`config.mk`:
```
export PLATFORM = sky130hd
export DESIGN_NAME = hack_alu_mul_seq_flat
export DESIGN_NICKNAME = d
export VERILOG_FILES = /design/src/rtl/hack_alu_mul_seq_if.sv /design/src/rtl/hack_alu_mul_seq.sv /design/src/flat_wrapper.sv
export SDC_FILE = /design/constraint.sdc
export NUM_CORES = 1
export LEC_CHECK = 0
export CORE_AREA = 2 2 128 130
export DETAILED_ROUTE_END_ITERATION = 6
export DIE_AREA = 0 0 130 132
export SLEW_MARGIN = 0
export SYNTH_ARGS = -nofsm -noshare
export SYNTH_HDL_FRONTEND = slang
export SYNTH_SLANG_ARGS = --single-unit
```
`constraint.sdc`:
```
create_clock -name clk -period 9.39 [get_ports clk]
set_input_delay 1.878 -clock clk [delete_from_list [all_inputs] [get_ports clk]]
set_output_delay 1.878 -clock clk [all_outputs]
set_load 0.1 [all_outputs]
```
`src/rtl/hack_alu_mul_seq_if.sv`:
```
// rtl/hack_alu_mul_seq_if.sv - request/result bundle for the shift-and-add multiplier sequencer
interface hack_alu_mul_seq_if;
  logic        start;
  logic [15:0] a;
  logic [15:0] b;
  logic        busy;
  logic        done;
  logic [15:0] product;
  logic        zr;
  logic        ng;

  modport master (
    output start, a, b,
    input  busy, done, product, zr, ng
  );

  modport slave (
    input  start, a, b,
    output busy, done, product, zr, ng
  );
endinterface

```
`src/rtl/hack_alu_mul_seq.sv`:
```
// rtl/hack_alu_mul_seq.sv - Hack-style ALU plus a sequencer that time-shares it for 16-bit shift-and-add multiply
module alu (
  input  logic [15:0] x,
  input  logic [15:0] y,
  input  logic        zx,
  input  logic        nx,
  input  logic        zy,
  input  logic        ny,
  input  logic        f,
  input  logic        no,
  output logic [15:0] out,
  output logic        zr,
  output logic        ng
);
  logic [15:0] w_x;
  logic [15:0] w_y;
  logic [15:0] w_f;

  always_comb begin
    w_x = zx ? 16'h0000 : x;
    w_x = nx ? ~w_x : w_x;
    w_y = zy ? 16'h0000 : y;
    w_y = ny ? ~w_y : w_y;
    w_f = f ? (w_x + w_y) : (w_x & w_y);
    out = no ? ~w_f : w_f;
    zr  = (out == 16'h0000);
    ng  = out[15];
  end
endmodule

module hack_alu_mul_seq (
  input  logic                     clk,
  input  logic                     rst_n,
  hack_alu_mul_seq_if.slave        bus
);
  typedef enum logic [1:0] {S_IDLE, S_ADD, S_DBL, S_DONE} state_t;

  state_t      r_state;
  logic [15:0] r_acc;
  logic [15:0] r_mcand;
  logic [15:0] r_mplr;
  logic        r_busy;
  logic        r_done;

  logic [15:0] w_x;
  logic [15:0] w_y;
  logic [5:0]  w_ctrl;
  logic [15:0] w_out;
  logic        w_zr;
  logic        w_ng;

  // Control vector order: zx nx zy ny f no
  always_comb begin
    w_x    = r_acc;
    w_y    = r_mcand;
    w_ctrl = 6'b101010;
    case (r_state)
      S_ADD:  w_ctrl = 6'b000010;
      S_DBL: begin
        w_x    = r_mcand;
        w_ctrl = 6'b000010;
      end
      S_DONE: w_ctrl = 6'b001100;
      default: w_ctrl = 6'b101010;
    endcase
  end

  alu u_alu (
    .x   (w_x),
    .y   (w_y),
    .zx  (w_ctrl[5]),
    .nx  (w_ctrl[4]),
    .zy  (w_ctrl[3]),
    .ny  (w_ctrl[2]),
    .f   (w_ctrl[1]),
    .no  (w_ctrl[0]),
    .out (w_out),
    .zr  (w_zr),
    .ng  (w_ng)
  );

  always_ff @(posedge clk or negedge rst_n) begin
    if (!rst_n) begin
      r_state <= S_IDLE;
      r_acc   <= 16'h0000;
      r_mcand <= 16'h0000;
      r_mplr  <= 16'h0000;
      r_busy  <= 1'b0;
      r_done  <= 1'b0;
    end else begin
      case (r_state)
        S_IDLE: begin
          if (bus.start) begin
            r_acc   <= 16'h0000;
            r_mcand <= bus.a;
            r_mplr  <= bus.b;
            r_busy  <= 1'b1;
            if (bus.b != 16'h0000) begin
              r_state <= S_ADD;
            end else begin
              r_state <= S_DONE;
              r_done  <= 1'b1;
            end
          end
        end
        S_ADD: begin
          if (r_mplr[0]) r_acc <= w_out;
          r_state <= S_DBL;
        end
        S_DBL: begin
          r_mcand <= w_out;
          r_mplr  <= {1'b0, r_mplr[15:1]};
          // Stop as soon as no multiplier bits remain above the one just consumed
          if (r_mplr[15:1] == 15'd0) begin
            r_state <= S_DONE;
            r_done  <= 1'b1;
          end else begin
            r_state <= S_ADD;
          end
        end
        S_DONE: begin
          r_done  <= 1'b0;
          r_busy  <= 1'b0;
          r_state <= S_IDLE;
        end
        default: begin
          r_done  <= 1'b0;
          r_busy  <= 1'b0;
          r_state <= S_IDLE;
        end
      endcase
    end
  end

  assign bus.busy    = r_busy;
  assign bus.done    = r_done;
  assign bus.product = r_acc;
  assign bus.zr      = w_zr;
  assign bus.ng      = w_ng;
endmodule
```
`src/flat_wrapper.sv`:
```
// flat-port wrapper written by rule: the top's interface ports become plain ports
module hack_alu_mul_seq_flat 
  (clk, rst_n, bus_start, bus_a, bus_b, bus_busy, bus_done, bus_product, bus_zr, bus_ng);
  hack_alu_mul_seq_if bus_i ();
  input  logic clk;
  input  logic rst_n;
  input wire logic [$bits(bus_i.start)-1:0] bus_start;
  input wire logic [$bits(bus_i.a)-1:0] bus_a;
  input wire logic [$bits(bus_i.b)-1:0] bus_b;
  output wire logic [$bits(bus_i.busy)-1:0] bus_busy;
  output wire logic [$bits(bus_i.done)-1:0] bus_done;
  output wire logic [$bits(bus_i.product)-1:0] bus_product;
  output wire logic [$bits(bus_i.zr)-1:0] bus_zr;
  output wire logic [$bits(bus_i.ng)-1:0] bus_ng;
  assign bus_i.start = bus_start;
  assign bus_i.a = bus_a;
  assign bus_i.b = bus_b;
  assign bus_busy = bus_i.busy;
  assign bus_done = bus_i.done;
  assign bus_product = bus_i.product;
  assign bus_zr = bus_i.zr;
  assign bus_ng = bus_i.ng;
  hack_alu_mul_seq u_core (.clk(clk), .rst_n(rst_n), .bus(bus_i));
endmodule
```
==> reports/qor.yml <==
cp_top_family: "adder cells"
worst_pin_slew_ns: 0.994
drtIter0Drc: 138
setup_viol: 0
diodes: 0
whs_ns: 0.510
max_stage_delay_ns: 1.17
criticalPathCategory: "flop to primary output"
start_kind: "flop"
initial_core_util: 0.248
rsz0062_at_grt: "no"
ctsResizeCount: 0
remaining_drc_errors: 0
via_per_inst: 4.79
n_fill_cell: 1629
yosysTopAreaCell: "dfrtp_1"
wire_per_inst_um: 15.1
fin_crit_ns: 7.14
ys_top_cells_by_area: "dfrtp_1 (33%), mux2i_1 (11%), nand2_1 (7.1%)"
worstPathCellList: "inv_1 -> ha_1 -> nand2_1 -> xnor2_1 -> ha_1 -> fa_1 -> a211oi_1 -> o21ai_2 -> a221oi_2 -> xor2_1 -> o21ai_1 -> a211oi_2 -> nand4_1 -> nor3_2 -> clkdlybuf4s50_1"
postSynthCellCount: 447
antenna_found_initial: 0
synth_top_area_frac: 0.334
final_hold_viol_count: 0
ios: 55
ys_seq_elements: 52
grt_pass1_vias: 3404
drive_above_1_share: 0.0594
grt_max_degree: 65
gp_congestion: 0.906
die_width_um: 130
grtUsageTotal: 0.127
post_cts_buffers: 0
ys_seq_area_frac: 0.334
final.setup.worst_slack_ns: 2.25
root_buffer: "clkbuf_16"
netlist_area_sq_um: 3890
critPathRequiredTime_ns: 7.51
core_area_sq_um: 15700
async_reset_ff_frac: 1.00
final_util: 0.305
worst_path_most_repeated_cell: "ha_1"
dieArea_sq_um: 17200
synth.avg_cell_area_sq_um: 8.71
grt_pass1_wl_um: 17600
fin_worst_skew_ns: 0.00891
hpwl_um: 7710
rows: 46
synth_ff_type: "dfrtp_1"
hold_buffers: 0
post-place-ws_ns: 2.54
end_kind: "primary output"
nNetsFinal: 545
die_y_um: 132
ant_nets: 0
worstPathBufferInverterCount: 2
cpMaxStageDelayCell: "clkdlybuf4s50_1"
cts_tree: "built"
drv_cap: 0
seq_area_sq_um: 1300
slew_headroom: 0.335
htree_num_levels: 2
synth_fp_nets: 505
routed_wl_um: 10600
yosys.cell_types.count: 54
hp-class: "flop to flop"
cp_data_arrival_time_ns: 5.26
outcome: "finished, final reports clean"
yosysWarnings: 0
syn2layout_area_growth_pct: 23.0
finalSetupTns_ns: 0
portBuffers: 54
vias: 3370
period_share: 0.760
cts_buffer_depth: 2
fmax_mhz: 140
synth-edff-count: 0
cts_made_buffers: 5
grt_overflow: 0
drv_slew: 0
r2r_slack_ns: 5.46
multi_input_area_sq_um: 2460
cp_max_fo: 16
numClockSinks: 52
path_clk_slew_ns: 0.07
firstDrtPassIters: 4
clk_latency_ns: 0.29
## worst paths after layout
kind / cells past startpoint / endpoint / from
worst max-delay path: 15 / bus_zr / u_core.r_state[0]$_DFFE_PN0N_
worst max register to register: 14 / u_core.r_mcand[12]$_DFFE_PN0P_ / u_core.r_state[0]$_DFFE_PN0N_
min in group asynchronous: 2 / u_core.r_mcand[0]$_DFFE_PN0P_ / rst_n
worst min register to register: 2 / u_core.r_mcand[6]$_DFFE_PN0P_ / u_core.r_mcand[6]$_DFFE_PN0P_
max in group asynchronous: 2 / u_core.r_mcand[15]$_DFFE_PN0P_ / rst_n
worst min-delay path: 2 / u_core.r_mcand[6]$_DFFE_PN0P_ / u_core.r_mcand[6]$_DFFE_PN0P_
## cell type report
type                    instances  share of cell area
well taps                     216              0.0564
clock buffers                   8              0.0306
flip-flops and latches         52               0.272
inverters                       9             0.00705
multi-input cells             359               0.513
repair buffers                 60               0.121
## cell usage after synthesis, types with 2 or more instances
library cell and number:
o2111ai_2 2, inv_1 9, a41o_1 2, nand2_1 74, a21o_1 8, o21ai_0 40, buf_1 3, a211oi_2 3
mux2i_1 43, clkbuf_1 21, and3_1 2, nand2b_1 6, o21ai_2 3, nor3_1 2, ha_1 22, nor4b_1 3
xnor2_1 18, nor3b_1 3, a22o_1 7, nand3_1 7, and2_1 2, nand4_1 2, o21bai_1 2, o211ai_1 5
o21ai_1 8, xor2_1 6, dfrtp_1 52, nor2_1 34, a211oi_1 7, a21oi_1 22, nor4_1 6
## sequential cells by signal, summed over array words and instances, names as in the netlist
register,cells
u_core.bus.busy,1
u_core.bus.product,16
u_core.r_state,2
u_core.bus.done,1
u_core.r_mcand,16
u_core.r_mplr,16
## through the flow
step                      instance area (sq um)  instances
after floorplan                            3890        447
after global placement                     4640        696
after detailed placement                   4640        696
after CTS                                  4790        704
after global routing                       4790        704
final                                      4790        704
## metal layers
metal | up-vias | GRT usage | part of all wire
met5 | - | 0 | 0
met4 | 0 | 0.0281 | 0.011
met3 | 8 | 0.0183 | 0.037
met2 | 71 | 0.222 | 0.51
met1 | 1619 | 0.166 | 0.44
li1 | 1672 | - | -
## cells by family after synthesis
logic type	count (synthesis)	synth area share
mux	46	0.122
xor+xnor	24	0.0540
fa+ha+maj	23	0.0758
compound gates	120	0.207
flops	52	0.334
simple gates	146	0.168
buf+inv	36	0.0386
## tightest hold or removal path, cell delays in order (launching register included)
cell and delay (ns):
dfrtp_1 0.37, nand2_1 0.05, o21ai_0 0.06
## cells in the final DEF (no fill, tap or decap), types with 6 or more instances in the layout
| cell type | count |
|---|---|
| ha_1 | 21 |
| mux2i_1 | 42 |
| nand2_1 | 74 |
| a21oi_1 | 22 |
| nor4_1 | 6 |
| dfrtp_1 | 52 |
| o21ai_0 | 40 |
| nor2_1 | 34 |
| a22o_1 | 7 |
| nand2b_1 | 6 |
| xor2_1 | 6 |
| o21ai_1 | 8 |
| a211oi_1 | 7 |
| nand3_1 | 7 |
| clkdlybuf4s50_1 | 53 |
| inv_1 | 9 |
| xnor2_1 | 18 |
| buf_4 | 6 |
| a21o_1 | 8 |
Power is not shown: default switching activity piles up to over one toggle a cycle in this logic, so the estimate is an artifact.
